File: config.mk
export PLATFORM = sky130hd
export DESIGN_NAME = apb_timer_s
export DESIGN_NICKNAME = d
export VERILOG_FILES = /design/src/rtl/apb_timer_s.sv
export SDC_FILE = /design/constraint.sdc
export NUM_CORES = 1
export LEC_CHECK = 0
export ABC_AREA = 1
export CORE_ASPECT_RATIO = 1.2
export CORE_MARGIN = 5
export CORE_UTILIZATION = 37
export DETAILED_ROUTE_END_ITERATION = 10
export GPL_TIMING_DRIVEN = 0
export PLACE_DENSITY_LB_ADDON = 0.12
export SLEW_MARGIN = 20
export SYNTH_ARGS = -nofsm -noshare
export SYNTH_HDL_FRONTEND = slang
export SYNTH_SLANG_ARGS = --single-unit
File: constraint.sdc
create_clock -name clk -period 3.1 [get_ports clk]
set_clock_uncertainty 0.05 [all_clocks]
set_input_delay 0.62 -clock clk [delete_from_list [all_inputs] [get_ports clk]]
set_output_delay 0.62 -clock clk [all_outputs]
set_load 0.05 [all_outputs]
File: src/rtl/apb_timer_s.sv
// APB slave timer: 16-bit down-counter behind an 8-bit prescaler.
// Supports one-shot or auto-reload, with a sticky expiry flag that drives a level interrupt.
module apb_timer_s #(
  parameter int BUS_WIDTH  = 16,
  parameter int DATA_WIDTH = 16
) (
  input  logic                  clk,
  input  logic                  reset,
  input  logic [BUS_WIDTH-1:0]  S_PADDR,
  input  logic                  S_PWRITE,
  input  logic                  S_PSELx,
  input  logic                  S_PENABLE,
  input  logic [DATA_WIDTH-1:0] S_PWDATA,
  output logic [DATA_WIDTH-1:0] S_PRDATA,
  output logic                  S_PREADY,
  output logic                  int_out
);

  typedef struct packed {
    logic [7:0] psc;
    logic       irq_en;
    logic       reload;
    logic       en;
  } ctrl_t;

  ctrl_t                 ctrl;
  logic [DATA_WIDTH-1:0] load_q;
  logic [DATA_WIDTH-1:0] count;
  logic                  exp_q;
  logic [7:0]            psc_cnt;
  logic [DATA_WIDTH-1:0] rdata;

  logic wr, wr_ctrl, wr_load, wr_count, wr_status;
  logic tick, expire;
  logic unused_addr;

  assign unused_addr = ^S_PADDR[BUS_WIDTH-1:2];

  assign wr        = S_PSELx & S_PENABLE & S_PWRITE;
  assign wr_ctrl   = wr && (S_PADDR[1:0] == 2'd0);
  assign wr_load   = wr && (S_PADDR[1:0] == 2'd1);
  assign wr_count  = wr && (S_PADDR[1:0] == 2'd2);
  assign wr_status = wr && (S_PADDR[1:0] == 2'd3);

  assign tick   = ctrl.en && (psc_cnt == ctrl.psc);
  assign expire = tick && (count == '0);

  // Reset gates the bus outputs so an in-flight transfer looks aborted.
  assign S_PREADY = S_PSELx & S_PENABLE & ~reset;

  always_comb begin
    rdata = '0;
    case (S_PADDR[1:0])
      2'd0: begin
        rdata[15:8] = ctrl.psc;
        rdata[2]    = ctrl.irq_en;
        rdata[1]    = ctrl.reload;
        rdata[0]    = ctrl.en;
      end
      2'd1:    rdata = load_q;
      2'd2:    rdata = count;
      default: rdata[0] = exp_q;
    endcase
  end

  assign S_PRDATA = (S_PSELx && !reset) ? rdata : '0;

  always_ff @(posedge clk or posedge reset) begin
    if (reset) begin
      psc_cnt <= '0;
    end else if (wr_ctrl || !ctrl.en || tick) begin
      psc_cnt <= '0;
    end else begin
      psc_cnt <= psc_cnt + 8'd1;
    end
  end

  // Bus writes are placed after the timer updates so the written value wins on a collision.
  always_ff @(posedge clk or posedge reset) begin
    if (reset) begin
      ctrl    <= '0;
      load_q  <= '0;
      count   <= '0;
      exp_q   <= 1'b0;
      int_out <= 1'b0;
    end else begin
      int_out <= exp_q & ctrl.irq_en;
      if (expire) begin
        if (ctrl.reload) count <= load_q;
        else             ctrl.en <= 1'b0;
      end else if (tick) begin
        count <= count - 1'b1;
      end
      if (wr_status && S_PWDATA[0]) exp_q <= 1'b0;
      if (expire) exp_q <= 1'b1;
      if (wr_ctrl) begin
        ctrl.psc    <= S_PWDATA[15:8];
        ctrl.irq_en <= S_PWDATA[2];
        ctrl.reload <= S_PWDATA[1];
        ctrl.en     <= S_PWDATA[0];
      end
      if (wr_load)  load_q <= S_PWDATA;
      if (wr_count) count  <= S_PWDATA;
    end
  end

endmodule

==> impl_metrics.tcl <==
set metrics [dict create \
    syn_avg_cell_area_um2 6.91 \
    rows 40 \
    wl_per_cell_um 15.4 \
    wl_um 11100 \
    synth.cell_area_mm2 0.00377 \
    drc_errors 0 \
    fill_cells 1097 \
    final_nets 638 \
    ys_ff_latch 53 \
    synth_top_area_share 0.352 \
    required_ns 2.43 \
    num_vias 3529 \
    area_growth_pct 19.1 \
    mostFrequentLayoutCells "nand2_1 (194), inv_1 (81), dfrtp_1 (53)" \
    final_common_cell "nand2_1" \
    post-route-util 0.448 \
    min_from "load_q[8]" \
    rsz0062_at_grt "false" \
    antenna_found_initial 0 \
    die_w_um 102 \
    tightest_slew_ns 0.621 \
    clock_sink_count 53 \
    period_share 0.976 \
    track_usage 0.191 \
    max_freq_ghz 0.330 \
    worst_slack_ns 0.0730 \
    syn_nets 589 \
    ys_warn_count 0 \
    dr.pass1.iters 5 \
    synth.area.top_cells "dfrtp_1 (35%), nand2_1 (19%), inv_1 (8.2%)" \
    gr-total-overflow 0 \
    synth_cell_type_count 36 \
    die_h_um 121 \
    synth_edf_count 0 \
    root_buffer "clkbuf_16" \
    critPathLaunch "S_PADDR[0]" \
    setup_violations 0 \
    place_ws_ns -0.940 \
    hold_viol 0 \
    diodes 0 \
    slew_viol_final 0 \
    path_class "in2out" \
    clk_pin_slew_worst_paths_ns 0.07 \
    cap_violations 0 \
    synth_cells 545 \
    h-tree-depth 2 \
    antenna_left 0 \
    finalCriticalPeriod_ns 3.03 \
    cts_made_buffers 5 \
    core_area_mm2 0.0100 \
    initial_core_util 0.376 \
    clock_latency_ns 0.30 \
    seq_area_frac_synth 0.352 \
    clk_path_buf_depth 2 \
    slew_headroom 0.584 \
    multi_input_area_mm2 0.00199 \
    crit_arrival_ns 2.36 \
    regArea_mm2 0.00133 \
    grt_max_degree 33 \
    crit_fanout 9 \
    ys_async_sr_fraction 1.00 \
    drive_above_1_share 0.145 \
    cts_tree "built" \
    outcome "complete, no violations" \
    ctsHoldBuffers 0 \
    min_path_type "reg2reg" \
    peakVddDrop_v 0.000266 \
    gp_congestion 0.897 \
    viasPerCell 4.89 \
    synth_ff_type "dfrtp_1" \
    dieArea_mm2 0.0123 \
    worstReg2RegStart "count[0]" \
    power_density_mw_per_mm2 643 \
    yosysTopAreaCell "dfrtp_1" \
    p_leak_nw 2.31 \
    place_hpwl_um 8490 \
    io_buffers 40 \
    fin_tns_setup_ns 0 \
    crit_path_end_kind "output port" \
    grt_pass1_wl_um 18300 \
    io_pins 55 \
    first_global_vias 3598 \
    first_iter_violations 210 \
    crit_path_start_kind "primary input" \
]
-- path summary, 6_finish.rpt --
check / slack [ns] / cells after the start / to
setup / recovery: 0.07 / 9 / S_PRDATA[10]
hold / removal: 0.44 / 2 / load_q[8]
setup reg to reg: 1.16 / 12 / count[0]
hold reg to reg: 0.44 / 2 / load_q[8]
max in group asynchronous: 1.77 / 4 / load_q[14]
min in group asynchronous: 0.82 / 3 / count[2]
-- metal layers --
metal  part of all wire  vias up  wire length, um  global-route usage
li1                   -     1782                -                   -
met1               0.45     1664             4970               0.240
met2               0.51       71             5630               0.337
met3              0.030       12              331              0.0225
met4              0.018        0              200              0.0599
met5                  0        -                0                   0
-- Yosys cell counts, types with 3 or more instances --
| master | count |
|---|---|
| ha_1 | 7 |
| o21ai_0 | 26 |
| nor2_1 | 34 |
| buf_6 | 4 |
| inv_2 | 7 |
| nor2_4 | 6 |
| inv_1 | 82 |
| nand3_1 | 37 |
| a21oi_1 | 12 |
| nand3_2 | 15 |
| nand2_2 | 3 |
| nor3_1 | 5 |
| xor2_1 | 10 |
| nor2_2 | 6 |
| nand2_1 | 194 |
| o211ai_1 | 6 |
| nand3b_1 | 6 |
| nor3b_2 | 3 |
| clkbuf_1 | 9 |
| dfrtp_1 | 53 |
-- state kept, by name, indices dropped and copies added (netlist names) --
signal   count
ctrl        11
psc_cnt      8
load_q      16
int_out      1
count       16
exp_q        1
-- power by group --
part | total, W | internal (W) | switching (W)
registers | 0.00109 | 0.000872 | 0.000221
logic | 0.00123 | 0.000458 | 0.000775
clock network | 0.000559 | 0.000298 | 0.000261
total | 0.00289 | 0.00163 | 0.00126
-- kinds of logic (layout without fill, tap and decap cells) --
logic type	count (synthesis)	in the layout	synth area share
AND/OR/NAND/NOR	317	317	0.401
buffers and inverters	107	157	0.122
XOR/XNOR	11	11	0.0256
multiplexers	1	1	0.00299
flip-flops	53	53	0.352
AO/OA/AOI/OAI	49	49	0.0727
adder cells (fa/ha/maj)	7	7	0.0232
-- critical path, cell delays in order --
cell	delay [ns]
clkdlybuf4s50_1	0.46
inv_1	0.12
ha_1	0.16
buf_4	0.21
inv_4	0.09
o211ai_1	0.20
nand2_1	0.07
inv_1	0.06
clkdlybuf4s15_2	0.36
-- metrics by stage --
step	cells	hold slack (ns)	cell area [um^2]	total power, W
5_1_grt	721	0.470	4490	0.00314
2_1_floorplan	545	0.403	3770	0.00201
3_3_place_gp	711	0.417	4330	0.00231
3_5_place_dp	712	0.424	4350	0.00233
4_1_cts	721	0.441	4530	0.00290
6_report	721	0.443	4490	0.00289
-- cell type report --
cell class,count,area share
repair buffers,42,0.0884
flip-flops and latches,53,0.296
clock inverters,2,0.00223
clock buffers,6,0.0287
repair inverters,1,0.00112
well taps,126,0.0351
multi-input cells,385,0.444
plain buffers,17,0.0290
inverters,89,0.0759
-- repair_timing --
action	4_1_cts	5_1_grt
buffers inserted	1	0
endpoints found under the setup margin	16	13
gates cloned	1	0
resized for setup	57	19
(Power assumes the default switching activity.)
